$ cat src/rtl/seq_det_param.sv
// Serial pattern detector with runtime-loadable pattern and overlap/non-overlap modes.
// Optional saturating match counter built only when SEQ_DET_MATCH_COUNT_EN is defined.
module seq_det_param #(
  parameter int             LEN     = 6,
  parameter logic [LEN-1:0] PATTERN = LEN'(6'b101101),
  parameter int             CNT_W   = 8
) (
  input  logic             clk,
  input  logic             rst,
  input  logic             x,
  input  logic             en,
  input  logic             overlap,
  input  logic             pat_load,
  input  logic [LEN-1:0]   pat_in,
  output logic             y,
  output logic [CNT_W-1:0] match_count
);

  localparam int FW = $clog2(LEN + 1);

  typedef enum logic {FILL, ARMED} state_t;

  state_t         state, state_nxt;
  logic [LEN-1:0] hist, hist_nxt;
  logic [LEN-1:0] pat, pat_nxt;
  logic [LEN-1:0] shifted;
  logic [FW-1:0]  fill, fill_nxt;
  logic           match;
  logic           last_fill_bit;

  assign shifted       = {hist[LEN-2:0], x};
  assign last_fill_bit = (fill == FW'(LEN - 1));

  always_comb begin
    state_nxt = state;
    hist_nxt  = hist;
    fill_nxt  = fill;
    pat_nxt   = pat;
    match     = 1'b0;
    if (pat_load) begin
      pat_nxt   = pat_in;
      hist_nxt  = '0;
      fill_nxt  = '0;
      state_nxt = FILL;
    end else if (en) begin
      // The current bit counts toward the LEN valid bits needed for a match.
      match = ((state == ARMED) || last_fill_bit) && (shifted == pat);
      if (match && !overlap) begin
        hist_nxt  = '0;
        fill_nxt  = '0;
        state_nxt = FILL;
      end else begin
        hist_nxt = shifted;
        if (state == FILL) begin
          fill_nxt = fill + FW'(1);
          if (last_fill_bit) state_nxt = ARMED;
        end
      end
    end
  end

  always_ff @(posedge clk) begin
    if (rst) begin
      state <= FILL;
      hist  <= '0;
      fill  <= '0;
      pat   <= PATTERN;
      y     <= 1'b0;
    end else begin
      state <= state_nxt;
      hist  <= hist_nxt;
      fill  <= fill_nxt;
      pat   <= pat_nxt;
      y     <= match;
    end
  end

`ifdef SEQ_DET_MATCH_COUNT_EN
  logic [CNT_W-1:0] cnt;

  always_ff @(posedge clk) begin
    if (rst || pat_load) begin
      cnt <= '0;
    end else if (match && (cnt != {CNT_W{1'b1}})) begin
      cnt <= cnt + CNT_W'(1);
    end
  end

  assign match_count = cnt;
`else
  assign match_count = '0;
`endif

endmodule

$ cat config.mk
export PLATFORM = sky130hd
export DESIGN_NAME = seq_det_param
export DESIGN_NICKNAME = d
export VERILOG_FILES = /design/src/rtl/seq_det_param.sv
export SDC_FILE = /design/constraint.sdc
export NUM_CORES = 1
export LEC_CHECK = 0
export BUFFER_PORTS_ARGS = -buffer_cell sky130_fd_sc_hd__clkbuf_2
export CORE_MARGIN = 2
export CORE_UTILIZATION = 30
export DETAILED_ROUTE_END_ITERATION = 10
export MAX_ROUTING_LAYER = met4
export PLACE_DENSITY = 0.56
export SLEW_MARGIN = 20
export SYNTH_ARGS = -nofsm -noshare
export SYNTH_HDL_FRONTEND = slang
export SYNTH_SLANG_ARGS = --single-unit
$ cat constraint.sdc
create_clock -name clk -period 2 [get_ports clk]
set_input_delay 0.1 -clock clk [delete_from_list [all_inputs] [get_ports clk]]
set_output_delay 0.1 -clock clk [all_outputs]
set_load 0.02 [all_outputs]
**After elaboration in Yosys (flattened, before gate mapping)**

Cells that the tools add are included.
W data, S select, Z words.

- Register bits: 16
- Bits of input ports: 12
- Output and inout bits: 9
- Logic and storage cells: 23

- Add/subtract/negate cells: 1
- Equality and inequality tests: 3
- Mux-type cells: 6
- Bitwise logic cells: 1
- Reduce and logical (&&, ||, !) cells: 7

Operators by type and width:

| cell | number |
|---|---|
| $eq A6 B6 Y1 | 1 |
| $mux W3 | 2 |
| $mux W5 | 1 |
| $add A3 B1 Y3 const B | 1 |
| $eq A3 B3 Y1 const B | 1 |
| $mux W1 | 3 |
| $reduce_or A3 Y1 | 1 |
| $logic_and A1 B1 Y1 | 2 |
| $ne A2 B1 Y1 const B | 1 |
| $reduce_and A2 Y1 | 1 |
| $reduce_or A2 Y1 | 1 |
| $logic_not A1 Y1 | 1 |
| $logic_or A1 B1 Y1 | 1 |
| $not A1 Y1 | 1 |

**Depth between registers and ports, before layout**

- Depth in word-level cells: 6
- Mapped depth: 7
- Mapped depth without buffers: 6

**Worst setup path before layout**

Ideal clock, no wire load.

- Path type: reg-to-reg
- Start point: reg fill[0]
- End point: reg fill[2]
- Library setup time: 0.133 ns
- Data arrival time: 1.507 ns
- Required time: 1.867 ns
- Setup slack: 0.360 ns
- Cell stages (with the launch flop): 7
- Path buffers: 1
- Period minus slack after synthesis: 1.640 ns
- Cells stage by stage: dfxtp_1 > ha_1 > a21oi_1 > or4_4 > buf_6 > o311ai_1 > a31oi_1

- Word-level cells in the longest chain between the ends: 6
- Elaborated cells between the ends (all ways): 9
- Those cells by class: add/sub (1); eq/ne (2); mux (2); reduce/logical (4)

Ends and longest elaborated chain:

| element | RTL line | source |
|---|---|---|
| from (decl) | 27 | `logic [FW-1:0] fill, fill_nxt;` |
| from (signal assigned) | 72 | `fill <= fill_nxt;` |
| $eq A3 B3 Y1 | 32 | `assign last_fill_bit = (fill == FW'(LEN - 1));` |
| $logic_or A1 B1 Y1 | 47 | `match = ((state == ARMED) \|\| last_fill_bit) && (shifted == pat);` |
| $logic_and A1 B1 Y1 | 47 |  |
| $logic_and A1 B1 Y1 | 48 | `if (match && !overlap) begin` |
| $ne A2 B1 Y1 (no source line) | -- |  |
| $reduce_and A2 Y1 (no source line) | -- |  |

Parallel ways exist; a longest one is shown, timed or not. The select of a mux whose other input is x is not followed.
A chain may end at the register's enable or synchronous reset.

**Worst setup path after layout**

- Start point: reg fill[0]
- End point: reg fill[0]

The elaborated chain is that of the path after synthesis.

==> key figures <==
Status
  • Status: completed

Global routing
  • Initial antenna violation count: 0
  • Grt ovf: 0
  • Vias in the first global route: 551
  • Total track usage: 10.62%
  • First-pass GRT wire length: 2525 um
  • Pin count of the biggest net entering global routing: 14

Place
  • Post-DP HPWL: 1170 um
  • Port-buffer cells: 12
  • Routability Congestion: 0.6938
  • Cells after DPL: 126

Routing
  • Initial DRT Pass Iterations: 4
  • Post-route antenna net violation count: 0
  • Total wire length: 1528 um
  • 1st-iter DRT viols: 26
  • Drt drc: 0
  • Vias per std cell: 4.961
  • Vias: 640
  • Average wire per standard cell: 11.84 um

STA
  • Fin crit share: 85.38%
  • Final setup viols: 0
  • Fin Hold WS: 0.01847 ns
  • Skew final: 0.008110 ns
  • F_max: 585.6 MHz
  • Min cycle time layout: 1.708 ns
  • RSZ-0062 raised after global routing: no
  • Total negative slack: 0 ns
  • Final Max Tran Viols: 0
  • Final hold violation count: 0

Clock network
  • Post-CTS Setup Inserts: 0
  • CTS Sinks: 16
  • Root Driver: clkbuf_4
  • Clk Latency, worst-skew pair: 0.29 ns
  • CTS Buf Count: 3
  • TritonCTS clock tree: yes
  • Post-CTS resize count: 0
  • Reg clk slew, reported paths: 0.10 ns
  • Hold Buf Count CTS: 0
  • H-Tree Depth: 1
  • Max clock buf depth: 2

Finish
  • Final Net Count: 115
  • Multi-input gate area: 427.9 um^2
  • Area Growth Syn to Fin: 7.362%
  • Seq. cell area: 320.3 um^2
  • Filler Cell Count: 279
  • Diode count: 0
  • Share of layout cells above drive strength 1: 18.18%
  • Post-Layout Cell Count: 129

Logic synthesis
  • Distinct cells, synth: 26
  • Post-synthesis compound-gate area fraction: 19.33%
  • Post-Synth Adder-Cell Area: 3.067%
  • Synth Area per Inst: 9.064 um^2
  • Synth Cell Area: 815.8 um^2
  • Post-synthesis mux area share: 2.454%
  • Post-synthesis simple-gate area fraction: 17.48%
  • Synth top area cells: dfxtp_1, buf_4, o311ai_1
  • Synth area leader: dfxtp_1
  • Area fraction of the dominant cell type after synthesis: 39.26%
  • Register area share after synthesis: 39.26%
  • FF+latch count, synth: 16
  • Cells after Synth: 90
  • Xor and xnor fraction of the mapped netlist area: 6.442%
  • Synth warn: 0
  • Main combinational cell family by area after synthesis: compound AO/OA/AOI/OAI gates

Worst hold path
  • Worst hold path class: input pin to register

Worst setup path
  • Critical Path AT: 1.89 ns
  • CP Capture Type: register
  • Most used cell, CP: a21oi_1
  • Required time of the worst setup path: 2.18 ns
  • Cell family with most CP delay: simple AND/OR/NAND/NOR gates
  • Cells along the critical path: ha_1, a21oi_1, or4_4, o32ai_1, a21oi_1
  • Crit Path Max Fanout: 10
  • Crit-path max cell delay: 0.56 ns
  • Crit path kind: register to register
  • R2r setup slk: 0.29 ns
  • CP Launch Type: register
  • Slowest stage cell on the critical path: or4_4
  • WP buf/inv: 0

Floorplanning
  • Die height: 56.15 um
  • Num rows: 18
  • Die outline width: 56.15 um
  • Initial Util: 32.34%
  • Die area: 0.003152 mm^2
  • Io pins: 21
  • Core area: 0.002522 mm^2

Power
  • Power density over cell area: 659.2 mW/mm^2
  • Maximum vdd drop: 342.7 uV
  • P_leak: 0.0003343 uW

Flow run
  • Maxcap violations: 0
==> power by group <==
part	switching (uW)	internal (uW)	total (uW)
Sequential	7.45	329	336
Combinational	44.8	26.7	71.5
Clock	99.9	69.9	170
==> routing by layer <==
metal	track usage [%]	vias to the layer above	wire length, um
met1	13.57	290	707
met4	2.721	0	8
met2	15.46	22	712
li1	-	326	-
met5	-	-	0
met3	4.419	2	100
==> cells by family (layout without fill, tap and decap cells) <==
| group | after synthesis | count (layout) |
|---|---|---|
| muxes | 2 | 2 |
| adders and majority gates | 2 | 2 |
| DFF | 16 | 16 |
| buffers and inverters | 15 | 17 |
| xor gates and xnor gates | 6 | 6 |
| other | 1 | 8 |
| AOI/OAI and AO/OA | 22 | 22 |
| and+or+nand+nor | 26 | 26 |
==> worst reg2reg max path: stages, from the launching register on <==
cell     delay (ns)
dfxtp_1        0.40
ha_1           0.19
a21oi_1        0.07
or4_4          0.56
o32ai_1        0.28
a21oi_1        0.11
==> sequential cells by signal (all words and copies together), names as in the netlist <==
register / cells
pat: 6
hist: 5
fill: 3
state: 1
y: 1
==> per-stage QoR <==
step | setup WS, ns | total power (uW) | utilization, % | area, um^2
6_report | 0.2923 | 577.3 | 34.72 | 875.8
5_1_grt | 0.1439 | 604.4 | 34.72 | 875.8
4_1_cts | 0.2910 | 580.3 | 34.72 | 875.8
3_5_place_dp | 0.3014 | 415.1 | 33.83 | 853.3
3_3_place_gp | 0.3259 | 413.5 | 33.83 | 853.3
2_1_floorplan | 0.3600 | 405.4 | - | 842.1
==> path summary, 6_finish.rpt <==
kind	startpoint	end	cells after the start
hold / removal	pat_in[0]	pat[0]$_SDFFE_PP1P_	2
setup / recovery	fill[0]$_SDFFE_PP0P_	fill[0]$_SDFFE_PP0P_	5
setup reg to reg	fill[0]$_SDFFE_PP0P_	fill[0]$_SDFFE_PP0P_	5
hold reg to reg	hist[2]$_SDFFE_PP0P_	hist[2]$_SDFFE_PP0P_	2
==> placed cells by master, fill, tap and decap left out, types with 3 or more instances in the layout <==
master / n
nor3_1: 3
clkbuf_2: 12
clkbuf_4: 3
nand2_1: 8
a21oi_1: 8
conb_1: 8
xnor2_1: 3
a211o_1: 4
o311ai_1: 6
xor2_1: 3
dfxtp_1: 16
nor2b_1: 4
==> Yosys cell counts <==
cell and number:
dfxtp_1 16, a21oi_1 8, buf_4 8, nand2_1 8, o311ai_1 6, a211o_1 4, clkbuf_1 4, nor2b_1 4
nor3_1 3, xnor2_1 3, xor2_1 3, a31oi_1 2, and2_1 2, ha_1 2, inv_1 2, mux2i_1 2
nor2_1 2, nor4_1 2, o32ai_1 2, buf_6 1, conb_1 1, nand2b_1 1, nand3_2 1, or2_2 1
or3_1 1, or4_4 1
==> layout make-up <==
type	instances	share of cell area, %
clock buffer	3	2.571
inverter	2	0.8571
multi-input combinational	66	48.86
sequential	16	36.57
tap	30	4.286
timing repair buffer	12	6.857
Note: power is estimated with default switching activity, not from simulation.
